`src/rtl/multicycle_control.sv`:
```
// Multicycle MIPS-subset sequencer: FETCH/DECODE/EXEC/MEM/WB with
// memready handshake, multi-cycle shifts and sticky traps.
module multicycle_control #(
  parameter int unsigned SHIFT_CYCLES = 1,
  parameter int unsigned MEM_TIMEOUT  = 16
) (
  input  logic       clock,
  input  logic       reset,
  input  logic [5:0] op,
  input  logic [5:0] fn,
  input  logic       memready,
  output logic       readmem,
  output logic       writemem,
  output logic       irwrite,
  output logic       pcwrite,
  output logic       writereg,
  output logic [2:0] selwsource,
  output logic [1:0] selregdest,
  output logic       selimregb,
  output logic       selalushift,
  output logic       unsig,
  output logic [2:0] aluop,
  output logic [1:0] shiftop,
  output logic [1:0] selbrjumpz,
  output logic [2:0] compop,
  output logic [2:0] state,
  output logic       illegal,
  output logic       memfault
);

  typedef enum logic [2:0] {
    S_FETCH  = 3'd0,
    S_DECODE = 3'd1,
    S_EXEC   = 3'd2,
    S_MEM    = 3'd3,
    S_WB     = 3'd4,
    S_TRAP   = 3'd5
  } state_e;

  typedef enum logic [4:0] {
    C_NONE, C_ADD, C_ADDU, C_SUB, C_SUBU,
    C_AND, C_OR, C_XOR, C_NOR,
    C_SLLV, C_SRLV, C_SRAV, C_JR, C_J,
    C_BEQ, C_BNE, C_BLEZ, C_BGTZ,
    C_ADDI, C_ADDIU, C_ANDI, C_ORI, C_XORI,
    C_LW, C_SW
  } cls_e;

  localparam logic [7:0] WAIT_LAST = 8'(MEM_TIMEOUT - 1);
  localparam logic [3:0] SH_LOAD   = 4'(SHIFT_CYCLES - 1);

  state_e     state_q, state_d;
  cls_e       cls_q, cls_d, dec_cls;
  logic [7:0] wcnt_q, wcnt_d, wcnt_inc;
  logic [3:0] shcnt_q, shcnt_d;
  logic       ill_q, ill_d;
  logic       mf_q, mf_d;
  logic       is_rtype;

  always_ff @(posedge clock or posedge reset) begin
    if (reset) begin
      state_q <= S_FETCH;
      cls_q   <= C_NONE;
      wcnt_q  <= '0;
      shcnt_q <= '0;
      ill_q   <= 1'b0;
      mf_q    <= 1'b0;
    end else begin
      state_q <= state_d;
      cls_q   <= cls_d;
      wcnt_q  <= wcnt_d;
      shcnt_q <= shcnt_d;
      ill_q   <= ill_d;
      mf_q    <= mf_d;
    end
  end

  always_comb begin
    dec_cls = C_NONE;
    unique case (op)
      6'b000000: begin
        unique case (fn)
          6'b000100: dec_cls = C_SLLV;
          6'b000110: dec_cls = C_SRLV;
          6'b000111: dec_cls = C_SRAV;
          6'b001000: dec_cls = C_JR;
          6'b100000: dec_cls = C_ADD;
          6'b100001: dec_cls = C_ADDU;
          6'b100010: dec_cls = C_SUB;
          6'b100011: dec_cls = C_SUBU;
          6'b100100: dec_cls = C_AND;
          6'b100101: dec_cls = C_OR;
          6'b100110: dec_cls = C_XOR;
          6'b100111: dec_cls = C_NOR;
          default:   dec_cls = C_NONE;
        endcase
      end
      6'b000010: dec_cls = C_J;
      6'b000100: dec_cls = C_BEQ;
      6'b000101: dec_cls = C_BNE;
      6'b000110: dec_cls = C_BLEZ;
      6'b000111: dec_cls = C_BGTZ;
      6'b001000: dec_cls = C_ADDI;
      6'b001001: dec_cls = C_ADDIU;
      6'b001100: dec_cls = C_ANDI;
      6'b001101: dec_cls = C_ORI;
      6'b001110: dec_cls = C_XORI;
      6'b100011: dec_cls = C_LW;
      6'b101011: dec_cls = C_SW;
      default:   dec_cls = C_NONE;
    endcase
  end

  assign is_rtype = cls_q inside {
    C_ADD, C_ADDU, C_SUB, C_SUBU, C_AND, C_OR,
    C_XOR, C_NOR, C_SLLV, C_SRLV, C_SRAV
  };

  assign wcnt_inc = (wcnt_q == 8'hFF) ? wcnt_q : wcnt_q + 8'd1;

  always_comb begin
    readmem     = 1'b0;
    writemem    = 1'b0;
    irwrite     = 1'b0;
    pcwrite     = 1'b0;
    writereg    = 1'b0;
    selwsource  = 3'b000;
    selregdest  = 2'b00;
    selimregb   = 1'b0;
    selalushift = 1'b0;
    unsig       = 1'b0;
    aluop       = 3'b000;
    shiftop     = 2'b00;
    selbrjumpz  = 2'b00;
    compop      = 3'b000;
    state_d     = state_q;
    cls_d       = cls_q;
    shcnt_d     = shcnt_q;
    ill_d       = ill_q;
    mf_d        = mf_q;
    // Any cycle not spent waiting clears the wait counter.
    wcnt_d      = '0;
    if (!reset) begin
      unique case (state_q)
        S_FETCH: begin
          readmem = 1'b1;
          if (memready) begin
            irwrite = 1'b1;
            pcwrite = 1'b1;
            state_d = S_DECODE;
          end else if (wcnt_q == WAIT_LAST) begin
            mf_d    = 1'b1;
            state_d = S_TRAP;
          end else begin
            wcnt_d = wcnt_inc;
          end
        end
        S_DECODE: begin
          cls_d   = dec_cls;
          shcnt_d = SH_LOAD;
          if (dec_cls == C_NONE) begin
            ill_d   = 1'b1;
            state_d = S_TRAP;
          end else begin
            state_d = S_EXEC;
          end
        end
        S_EXEC: begin
          state_d = S_WB;
          unique case (cls_q)
            C_ADD:   aluop = 3'b010;
            C_ADDU:  begin aluop = 3'b010; unsig = 1'b1; end
            C_SUB:   aluop = 3'b110;
            C_SUBU:  begin aluop = 3'b110; unsig = 1'b1; end
            C_AND:   aluop = 3'b000;
            C_OR:    aluop = 3'b001;
            C_XOR:   aluop = 3'b011;
            C_NOR:   aluop = 3'b100;
            C_ADDI:  begin aluop = 3'b010; selimregb = 1'b1; end
            C_ADDIU: begin
              aluop = 3'b010; selimregb = 1'b1; unsig = 1'b1;
            end
            C_ANDI:  begin
              aluop = 3'b000; selimregb = 1'b1; unsig = 1'b1;
            end
            C_ORI:   begin
              aluop = 3'b001; selimregb = 1'b1; unsig = 1'b1;
            end
            C_XORI:  begin
              aluop = 3'b011; selimregb = 1'b1; unsig = 1'b1;
            end
            C_SLLV, C_SRLV, C_SRAV: begin
              selalushift = 1'b1;
              shiftop = (cls_q == C_SLLV) ? 2'b10 :
                        (cls_q == C_SRAV) ? 2'b01 : 2'b00;
              if (shcnt_q != 4'd0) begin
                shcnt_d = shcnt_q - 4'd1;
                state_d = S_EXEC;
              end
            end
            C_LW, C_SW: begin
              aluop     = 3'b010;
              selimregb = 1'b1;
              state_d   = S_MEM;
            end
            C_J: begin
              selbrjumpz = 2'b10; pcwrite = 1'b1; state_d = S_FETCH;
            end
            C_JR: begin
              selbrjumpz = 2'b01; pcwrite = 1'b1; state_d = S_FETCH;
            end
            C_BEQ, C_BNE, C_BLEZ, C_BGTZ: begin
              selbrjumpz = 2'b10;
              pcwrite    = 1'b1;
              compop     = (cls_q == C_BEQ)  ? 3'b000 :
                           (cls_q == C_BNE)  ? 3'b001 :
                           (cls_q == C_BLEZ) ? 3'b010 : 3'b011;
              state_d    = S_FETCH;
            end
            default: state_d = S_TRAP;
          endcase
        end
        S_MEM: begin
          readmem  = (cls_q == C_LW);
          writemem = (cls_q == C_SW);
          if (memready) begin
            state_d = (cls_q == C_LW) ? S_WB : S_FETCH;
          end else if (wcnt_q == WAIT_LAST) begin
            mf_d    = 1'b1;
            state_d = S_TRAP;
          end else begin
            wcnt_d = wcnt_inc;
          end
        end
        S_WB: begin
          writereg   = 1'b1;
          selwsource = (cls_q == C_LW) ? 3'b001 : 3'b000;
          selregdest = is_rtype ? 2'b01 : 2'b00;
          state_d    = S_FETCH;
        end
        S_TRAP: state_d = S_TRAP;
        default: state_d = S_TRAP;
      endcase
    end
  end

  assign state    = state_q;
  assign illegal  = ill_q;
  assign memfault = mf_q;

endmodule

```
`config.mk`:
```
export PLATFORM = sky130hd
export DESIGN_NAME = multicycle_control
export DESIGN_NICKNAME = d
export VERILOG_FILES = /design/src/rtl/multicycle_control.sv
export SDC_FILE = /design/constraint.sdc
export NUM_CORES = 1
export LEC_CHECK = 0
export ABC_AREA = 0
export CAP_MARGIN = 20
export CELL_PAD_IN_SITES_DETAIL_PLACEMENT = 1
export CELL_PAD_IN_SITES_GLOBAL_PLACEMENT = 1
export CORE_MARGIN = 4
export CORE_UTILIZATION = 40
export DETAILED_ROUTE_END_ITERATION = 8
export PLACE_DENSITY_LB_ADDON = 0.1
export SLEW_MARGIN = 10
export SYNTH_ARGS = -nofsm -noshare
export SYNTH_HDL_FRONTEND = slang
export SYNTH_SLANG_ARGS = --single-unit
```
`constraint.sdc`:
```
create_clock -name clock -period 4.7 [get_ports clock]
set_input_delay 0.47 -clock clock [delete_from_list [all_inputs] [get_ports clock]]
set_output_delay 0.47 -clock clock [all_outputs]
set_load 0.01 [all_outputs]
```
==> run_results.csv, run 1 <==
group,metric,value,unit
status,outcome,"completed",
sta,fin_crit_sh,67.1,%
power,powerDensity,328,nW/um2
cells_and_area,seq_area,551,um2
placement,dpl_cell_area,2410,um2
setup_path,arrival,2.68,ns
routing,num_vias,2127,
setup_path,worst_path_most_repeated_cell,"clkdlybuf4s50_1",
power,power_switching,0.353,mW
global_routing,antenna_found_initial,0,
routing,drt_iter0_drc,64,
logic_synthesis,synthCells,278,
global_routing,grt_pass1_wl,10.2,mm
global_routing,grt_pass1_vias,2109,
setup_path,critPathSlowestCell,"clkdlybuf4s50_1",
logic_synthesis,ys_types,54,
clock_network,hold_buffers,0,
setup_path,max_stage_delay,0.64,ns
setup_path,cp-startpoint,"reset",
routing,drt-pass1-iter-count,4,
logic_synthesis,synth_largest_area_cell,"dfrtp_1",
power,ir_worst_vdd,0.132,mV
sta,post-route-min-period,3.15,ns
power,p_clk_share,17.0,%
setup_path,end_kind,"output port",
setup_path,cp_cell_sequence,"clkdlybuf4s50_1 -> inv_1 -> buf_4 -> nand2b_1 -> nor2_1 -> or3_1 -> clkdlybuf4s50_1",
sta,finalHoldViolCount,0,
power,combPwrFrac,42.0,%
setup_path,cp_max_fo,25,
global_routing,grt_max_degree,26,
clock_network,clk_latency,0.26,ns
routing,vias_per_cell,5.84,
cells_and_area,num_antenna_cells,0,
floorplanning,ios,43,
setup_path,path_delay_family,"buffers and inverters",
placement,io_buffers,38,
sta,skew,0.00336,ns
power,intPower,0.455,mW
sta,rsz0062_at_grt,"false",
cells_and_area,final_cells,364,
routing,drc_errors,0,
routing,avgRoutedWirePerCell,16.3,um
sta,drv_slew,0,
clock_network,cts_max_path_buffers,2,
sta,final-setup-viol-count,0,
routing,wl,5.94,mm
power,switching_share,43.7,%
setup_path,r2r_start,"state[0]$_DFFE_PP0N_",
power,seq_power_share,40.9,%
clock_network,clock_sinks,22,
placement,dpl.hpwl,4.45,mm
clock_network,cts_tree,"done",
cells_and_area,area_growth,20.4,%
logic_synthesis,ys_seq_area_share,26.9,%
cells_and_area,final_area,2460,um2
floorplanning,die_w,79.5,um
routing,antenna_left,0,
floorplanning,coreArea,4850,um2
sta,tightest_slew,0.766,ns
setup_path,critPathLaunchType,"input pin",
cells_and_area,multiInputGateArea,1350,um2
floorplanning,die-area,6320,um2
global_routing,overflow,0,
power,leakage,0.982,nW
clock_network,htree_levels,1,
clock_network,root_buffer,"clkbuf_8",
logic_synthesis,synthFlopType,"dfrtp_1",
logic_synthesis,syn_avg_cell_area,7.36,um2
clock_network,cts_resized,0,
logic_synthesis,yosys.area.top_type_share,26.9,%
cells_and_area,final_cell_mix,"clkdlybuf4s50_1, nand2_1, nor2_1, dfrtp_1, a21oi_1",
placement,place.gp.congestion,0.789,
setup_path,crit_type,"in2out",
floorplanning,die_height,79.5,um
sta,tns,0,ns
cells_and_area,postLayoutCoreUtil,50.8,%
logic_synthesis,mappedNetlistArea,2050,um2
worst_hold_path,hp-start,"memfault$_DFFE_PP0P_",
floorplanning,placementRows,25,
cells_and_area,final_common_cell,"clkdlybuf4s50_1",
setup_path,crit_buf_inv,4,
clock_network,cts_inserted_buffers,3,
logic_synthesis,synth-edff-count,0,
logic_synthesis,synth_area_leaders,"dfrtp_1, nand2_1, a21oi_1",
sta,relSlewSlack,48.2,%
cells_and_area,nFillCells,628,
placement,place_inst,360,
setup_path,required,4.23,ns
floorplanning,start_util,42.2,%
global_routing,grt_util_all_layers,19.5,%
clock_network,clk_pin_slew_worst_paths,0.08,ns
logic_synthesis,ys.warnings.count,0,
logic_synthesis,synthArstFlopShare,100,%
clock_network,post-cts-setup-buffer-count,0,
sta,fmax,0.317,GHz
cells_and_area,drive_gt1_share,3.37,%
flow_run,max-cap-violations,0,
cells_and_area,layout.nets,315,
power,totalPowerFinal,0.808,mW
logic_synthesis,ys_ff_latch,22,
worst_hold_path,min_path_type,"reg2reg",
final timing paths:
check	end	slack [ns]	cells past startpoint
setup / recovery	pcwrite	1.55	7
hold / removal	memfault$_DFFE_PP0P_	0.48	1
setup reg to reg	wcnt_q[3]$_DFFE_PP0P_	2.32	5
hold reg to reg	memfault$_DFFE_PP0P_	0.48	1
max in group asynchronous	state[1]$_DFFE_PP0N_	3.69	3
min in group asynchronous	wcnt_q[1]$_DFFE_PP0P_	0.77	3
through the flow:
step / hold WS [ns] / worst slack [ns]
6_report: 0.484 / 1.55
5_1_grt: 0.527 / 1.38
4_1_cts: 0.492 / 1.53
3_5_place_dp: 0.464 / 1.54
3_3_place_gp: 0.459 / 1.59
2_1_floorplan: 0.474 / 2.20
layout make-up:
cell class,instances,area share [%]
clock buffers,4,2.24
inverters,7,1.07
multi-input cells,224,54.9
flip-flops and latches,22,22.4
well taps,67,3.40
repair buffers,40,16.1
power by group through the flow:
| stage | logic (mW) | registers (mW) | clock network, mW |
|---|---|---|---|
| after global routing | 0.380 | 0.347 | 0.146 |
| final | 0.340 | 0.331 | 0.137 |
| after detailed placement | 0.342 | 0.333 | 0 |
| after floorplan | 0.317 | 0.245 | 0 |
| after CTS | 0.344 | 0.330 | 0.140 |
| after global placement | 0.337 | 0.331 | 0 |
flip-flops by register name, indices dropped and copies added (netlist names):
name,count
wcnt_q,8
cls_q,5
shcnt_q,4
state,3
illegal,1
memfault,1
layer usage:
metal | GRT usage [%] | up-vias | part of all wire, %
met5 | 0 | - | 0
met4 | 3.95 | 0 | 1.3
met3 | 1.58 | 8 | 3.5
met2 | 33.1 | 44 | 48
met1 | 27.2 | 1031 | 48
li1 | - | 1044 | -
cells in the mapped netlist (5+ instances only):
cell type	instances
or3_1	7
nand3_1	13
nor2b_1	7
and3_1	13
nor3_1	10
a21oi_1	18
inv_1	7
a21o_1	5
o21ai_0	12
nand2_1	31
clkbuf_1	22
nand2b_1	6
nor2_1	22
dfrtp_1	22
a31oi_1	7
kinds of logic after synthesis:
family / share of synthesized area [%]
other: 0.183
AO/OA/AOI/OAI: 24.5
AND/OR/NAND/NOR: 36.5
adder cells (fa/ha/maj): 1.22
buffers and inverters: 7.58
multiplexers: 0.979
flip-flops: 26.9
XOR/XNOR: 2.14
Note: power is estimated with default switching activity, not from simulation.
==> run 2, diff against run 1 <==
--- a/config.mk
+++ b/config.mk
@@ -10,7 +10,7 @@
 export CELL_PAD_IN_SITES_DETAIL_PLACEMENT = 1
 export CELL_PAD_IN_SITES_GLOBAL_PLACEMENT = 1
 export CORE_MARGIN = 4
-export CORE_UTILIZATION = 40
+export CORE_UTILIZATION = 33
 export DETAILED_ROUTE_END_ITERATION = 8
 export PLACE_DENSITY_LB_ADDON = 0.1
 export SLEW_MARGIN = 10
==> constraint.sdc (replaced) <==
create_clock -name clock -period 2.8 [get_ports clock]
set_input_delay 0.28 -clock clock [delete_from_list [all_inputs] [get_ports clock]]
set_output_delay 0.28 -clock clock [all_outputs]
set_load 0.01 [all_outputs]
==> run_results.csv, run 2 (synthesized netlist as in run 1, its figures left out) <==
group,metric,value,unit
status,outcome,"completed",
setup_path,critPathSlowestCell,"dfrtp_1",
sta,setup_slack,0.196,ns
floorplanning,ios,43,
setup_path,required,2.52,ns
floorplanning,die_height,86.7,um
worst_hold_path,hp-start,"illegal$_DFFE_PP0P_",
placement,dpl.hpwl,4.63,mm
power,leakage,1.04,nW
floorplanning,placementRows,28,
placement,place.gp.congestion,0.809,
global_routing,grt_util_all_layers,16.7,%
cells_and_area,largestRegisters,"wcnt_q: 8 flops, cls_q: 5 flops, shcnt_q: 4 flops",
setup_path,end_kind,"output port",
sta,tns,0,ns
placement,io_buffers,38,
cells_and_area,area_growth,26.1,%
global_routing,grt_pass1_vias,2106,
routing,wl,6.03,mm
sta,tightest_slew,0.573,ns
sta,rsz0062_at_grt,"false",
setup_path,arrival,2.32,ns
worst_hold_path,min_path_cells,1,
clock_network,cts_inserted_buffers,3,
setup_path,cp-startpoint,"cls_q[4]$_DFFE_PP0P_",
routing,drt_iter0_drc,73,
cells_and_area,drive_gt1_share,7.47,%
clock_network,cts_resized,0,
setup_path,r2r_start,"state[1]$_DFFE_PP0N_",
sta,post-route-min-period,2.60,ns
sta,drv_slew,0,
clock_network,clk_latency,0.27,ns
power,powerDensity,580,nW/um2
clock_network,clk_pin_slew_worst_paths,0.08,ns
setup_path,reg2reg_slack,0.63,ns
worst_hold_path,min_to,"illegal$_DFFE_PP0P_",
floorplanning,start_util,34.3,%
floorplanning,die_w,86.7,um
setup_path,reg2reg_depth,6,
routing,vias_per_cell,5.57,
global_routing,grt_pass1_wl,10.3,mm
routing,avgRoutedWirePerCell,15.7,um
setup_path,crit_type,"reg2out",
routing,antenna_left,0,
routing,drc_errors,0,
sta,finalHoldViolCount,0,
clock_network,clock_sinks,22,
sta,skew,0.00340,ns
clock_network,post-cts-setup-buffer-count,0,
sta,fmax,0.384,GHz
routing,num_vias,2133,
global_routing,grt_max_degree,25,
flow_run,max-cap-violations,0,
cells_and_area,num_antenna_cells,0,
clock_network,htree_levels,1,
cells_and_area,final_cell_mix,"clkdlybuf4s50_1, nand2_1, nor2_1, dfrtp_1, a21oi_1",
setup_path,cp_max_fo,16,
cells_and_area,final_common_cell,"clkdlybuf4s50_1",
placement,place_ws,0.239,ns
global_routing,antenna_found_initial,0,
setup_path,max_stage_delay,0.65,ns
floorplanning,die-area,7520,um2
cells_and_area,largest_register_ff_count,8,
routing,drt-pass1-iter-count,4,
worst_hold_path,min_path_type,"reg2reg",
floorplanning,coreArea,5960,um2
sta,fin_crit_sh,93.0,%
setup_path,cp_cell_sequence,"nor2b_1 -> nand2_1 -> a21oi_1 -> or3_1 -> clkdlybuf4s50_1",
global_routing,overflow,0,
clock_network,hold_buffers,0,
setup_path,rr_endpoint,"wcnt_q[5]$_DFFE_PP0P_",
cells_and_area,top_register,"wcnt_q",
clock_network,cts_tree,"done",
clock_network,root_buffer,"clkbuf_8",
cells_and_area,layout.nets,326,
sta,relSlewSlack,61.5,%
sta,final-setup-viol-count,0,
cells_and_area,nFillCells,757,
setup_path,critPathLaunchType,"register",
power,ir_worst_vdd,0.275,mV
clock_network,cts_max_path_buffers,2,
[run 2: worst max-delay path by stage]
stage                to
2_1_floorplan   pcwrite
3_3_place_gp    pcwrite
3_5_place_dp    pcwrite
4_1_cts        aluop[0]
5_1_grt         pcwrite
6_report        pcwrite
[run 2: report_power, final]
group / switching (mW) / internal, mW
Combinational: 0.386 / 0.321
Clock: 0.113 / 0.191
Sequential: 0.119 / 0.365
[run 2: routing by layer]
| layer | vias to the layer above | wire length, um | GRT usage (%) |
|---|---|---|---|
| met5 | - | 0 | 0 |
| met4 | 0 | 25 | 2.55 |
| met3 | 2 | 256 | 2.57 |
| met2 | 45 | 2770 | 27.8 |
| met1 | 1017 | 2980 | 23.2 |
| li1 | 1069 | - | - |
[run 2: metrics by stage]
step	instance area (um2)	cells	hold slack [ns]	util (%)	power (mW)
after floorplan	2060	281	0.451	-	0.944
after global placement	2500	379	0.442	42.0	1.19
after detailed placement	2500	379	0.455	42.0	1.19
after CTS	2570	383	0.487	43.2	1.51
after global routing	2580	383	0.508	43.3	1.61
final	2580	383	0.470	43.3	1.50
[run 2: layout make-up]
| type | instances | area (um2) | area share, % |
|---|---|---|---|
| inverters | 7 | 26.3 | 1.02 |
| well taps | 75 | 93.8 | 3.64 |
| clock buffers | 3 | 41.3 | 1.60 |
| multi-input cells | 224 | 1360 | 52.7 |
| repair buffers | 51 | 478 | 18.5 |
| flip-flops and latches | 22 | 551 | 21.3 |
| clock inverters | 1 | 30.0 | 1.16 |
[run 2: worst max-delay path: cells and delay by family, from the launching register on]
| kind | cells | cell delay (ns) |
|---|---|---|
| buffers and inverters | 1 | 0.52 |
| AND/OR/NAND/NOR | 3 | 0.68 |
| flip-flops | 1 | 0.65 |
| AO/OA/AOI/OAI | 1 | 0.20 |
==> run 3, diff against run 2 <==
--- a/config.mk
+++ b/config.mk
@@ -6,11 +6,12 @@
 export NUM_CORES = 1
 export LEC_CHECK = 0
 export ABC_AREA = 0
+export ABC_CLOCK_PERIOD_IN_PS = 3000
 export CAP_MARGIN = 20
 export CELL_PAD_IN_SITES_DETAIL_PLACEMENT = 1
 export CELL_PAD_IN_SITES_GLOBAL_PLACEMENT = 1
 export CORE_MARGIN = 4
-export CORE_UTILIZATION = 33
+export CORE_UTILIZATION = 40
 export DETAILED_ROUTE_END_ITERATION = 8
 export PLACE_DENSITY_LB_ADDON = 0.1
 export SLEW_MARGIN = 10
==> constraint.sdc (replaced) <==
create_clock -name clock -period 3 [get_ports clock]
set_input_delay 0.3 -clock clock [delete_from_list [all_inputs] [get_ports clock]]
set_output_delay 0.3 -clock clock [all_outputs]
set_load 0.01 [all_outputs]
==> run_results.csv, run 3 (synthesized netlist as in run 1, its figures left out) <==
group,metric,value,unit
clock_network,clk_pin_slew_worst_paths,0.08,ns
setup_path,critPathSlowestCell,"clkdlybuf4s50_1",
cells_and_area,postLayoutCoreUtil,51.8,%
global_routing,grt_util_all_layers,18.9,%
sta,fmax,0.360,GHz
cells_and_area,final_common_cell,"clkdlybuf4s50_1",
floorplanning,die_w,79.5,um
cells_and_area,layout.nets,319,
clock_network,post-cts-setup-buffer-count,0,
power,leakage,1.01,nW
sta,final-setup-viol-count,0,
setup_path,end_kind,"output port",
sta,finalHoldViolCount,0,
setup_path,cp_max_fo,12,
sta,fin_worst_hold_slack,0.474,ns
clock_network,htree_levels,1,
placement,place.gp.congestion,0.838,
global_routing,grt_max_degree,25,
routing,wl,5.66,mm
setup_path,required,2.70,ns
clock_network,hold_buffers,0,
cells_and_area,final_area,2510,um2
sta,post-route-min-period,2.78,ns
status,outcome,"completed",
clock_network,cts_tree,"done",
sta,relSlewSlack,59.2,%
placement,place_inst,364,
global_routing,grt_pass1_vias,2032,
placement,dpl_cell_area,2440,um2
sta,tightest_slew,0.597,ns
floorplanning,ios,43,
cells_and_area,drive_gt1_share,4.98,%
floorplanning,die-area,6320,um2
routing,drt_iter0_drc,109,
power,totalPowerFinal,1.35,mW
global_routing,grt_pass1_wl,9.98,mm
placement,dpl.hpwl,4.33,mm
routing,drt-pass1-iter-count,4,
cells_and_area,final_cell_mix,"clkdlybuf4s50_1, nand2_1, nor2_1, dfrtp_1, a21oi_1",
clock_network,clock_sinks,22,
sta,tns,0,ns
sta,setup_slack,0.219,ns
floorplanning,die_height,79.5,um
cells_and_area,top_register,"wcnt_q",
cells_and_area,largest_register_ff_count,8,
power,powerDensity,537,nW/um2
cells_and_area,final_cells,368,
cells_and_area,num_antenna_cells,0,
setup_path,critPathLaunchType,"register",
clock_network,root_buffer,"clkbuf_8",
routing,drc_errors,0,
sta,skew,0.00896,ns
worst_hold_path,min_path_type,"reg2reg",
clock_network,cts_inserted_buffers,3,
clock_network,cts_max_path_buffers,2,
global_routing,antenna_found_initial,0,
setup_path,cp_cell_sequence,"or3b_2 -> nand2b_1 -> nor4b_1 -> clkdlybuf4s50_1",
sta,rsz0062_at_grt,"false",
placement,place_ws,0.393,ns
setup_path,crit_type,"reg2out",
sta,drv_slew,0,
clock_network,clk_latency,0.26,ns
global_routing,overflow,0,
cells_and_area,area_growth,22.7,%
routing,antenna_left,0,
setup_path,max_stage_delay,0.60,ns
routing,avgRoutedWirePerCell,15.4,um
power,ir_worst_vdd,0.231,mV
floorplanning,placementRows,25,
routing,vias_per_cell,5.74,
cells_and_area,largestRegisters,"wcnt_q: 8 flops, cls_q: 5 flops, shcnt_q: 4 flops",
placement,io_buffers,38,
routing,num_vias,2112,
floorplanning,coreArea,4850,um2
flow_run,max-cap-violations,0,
setup_path,arrival,2.48,ns
sta,fin_crit_sh,92.7,%
floorplanning,start_util,42.2,%
run 3: final timing paths:
path	from	end	slack, ns	cells after the start
min	illegal$_DFFE_PP0P_	illegal$_DFFE_PP0P_	0.47	1
max reg2reg	state[0]$_DFFE_PP0N_	wcnt_q[3]$_DFFE_PP0P_	0.68	6
max	state[1]$_DFFE_PP0N_	aluop[0]	0.22	4
max in group asynchronous	reset	state[1]$_DFFE_PP0N_	2.08	3
min in group asynchronous	reset	state[1]$_DFFE_PP0N_	0.67	3
min reg2reg	illegal$_DFFE_PP0P_	illegal$_DFFE_PP0P_	0.47	1
run 3: power by group:
part	internal (mW)	total [mW]	leakage, nW	switching (mW)
combinational	0.275	0.594	0.682	0.319
sequential	0.340	0.481	0.290	0.141
clock	0.178	0.274	0.0357	0.0954
total	0.793	1.35	1.01	0.555
run 3: cell type report:
type	instances	area [um2]
timing repair buffer	44	425
fill	640	2340
tap	67	83.8
clock buffer	3	41.3
inverter	7	26.3
sequential	22	552
multi-input combinational	224	1350
clock inverter	1	30.0
run 3: per-layer routing:
metal | track usage (%) | wire [um] | vias up
met2 | 30.6 | 2560 | 43
li1 | - | - | 1057
met3 | 2.26 | 223 | 6
met5 | 0 | 0 | -
met1 | 27.3 | 2830 | 1006
met4 | 3.26 | 46 | 0
run 3: worst max-delay path: cells and delay by family (launching register included):
family | cells | cell delay [ns]
buf+inv | 1 | 0.60
flops | 1 | 0.47
simple gates | 3 | 1.15
run 3: timing repair:
action | 4_1_cts | 5_1_grt
hold endpoints to repair | 0 | 0
gates resized for setup | 0 | 1
endpoints found under the setup margin | 0 | 1
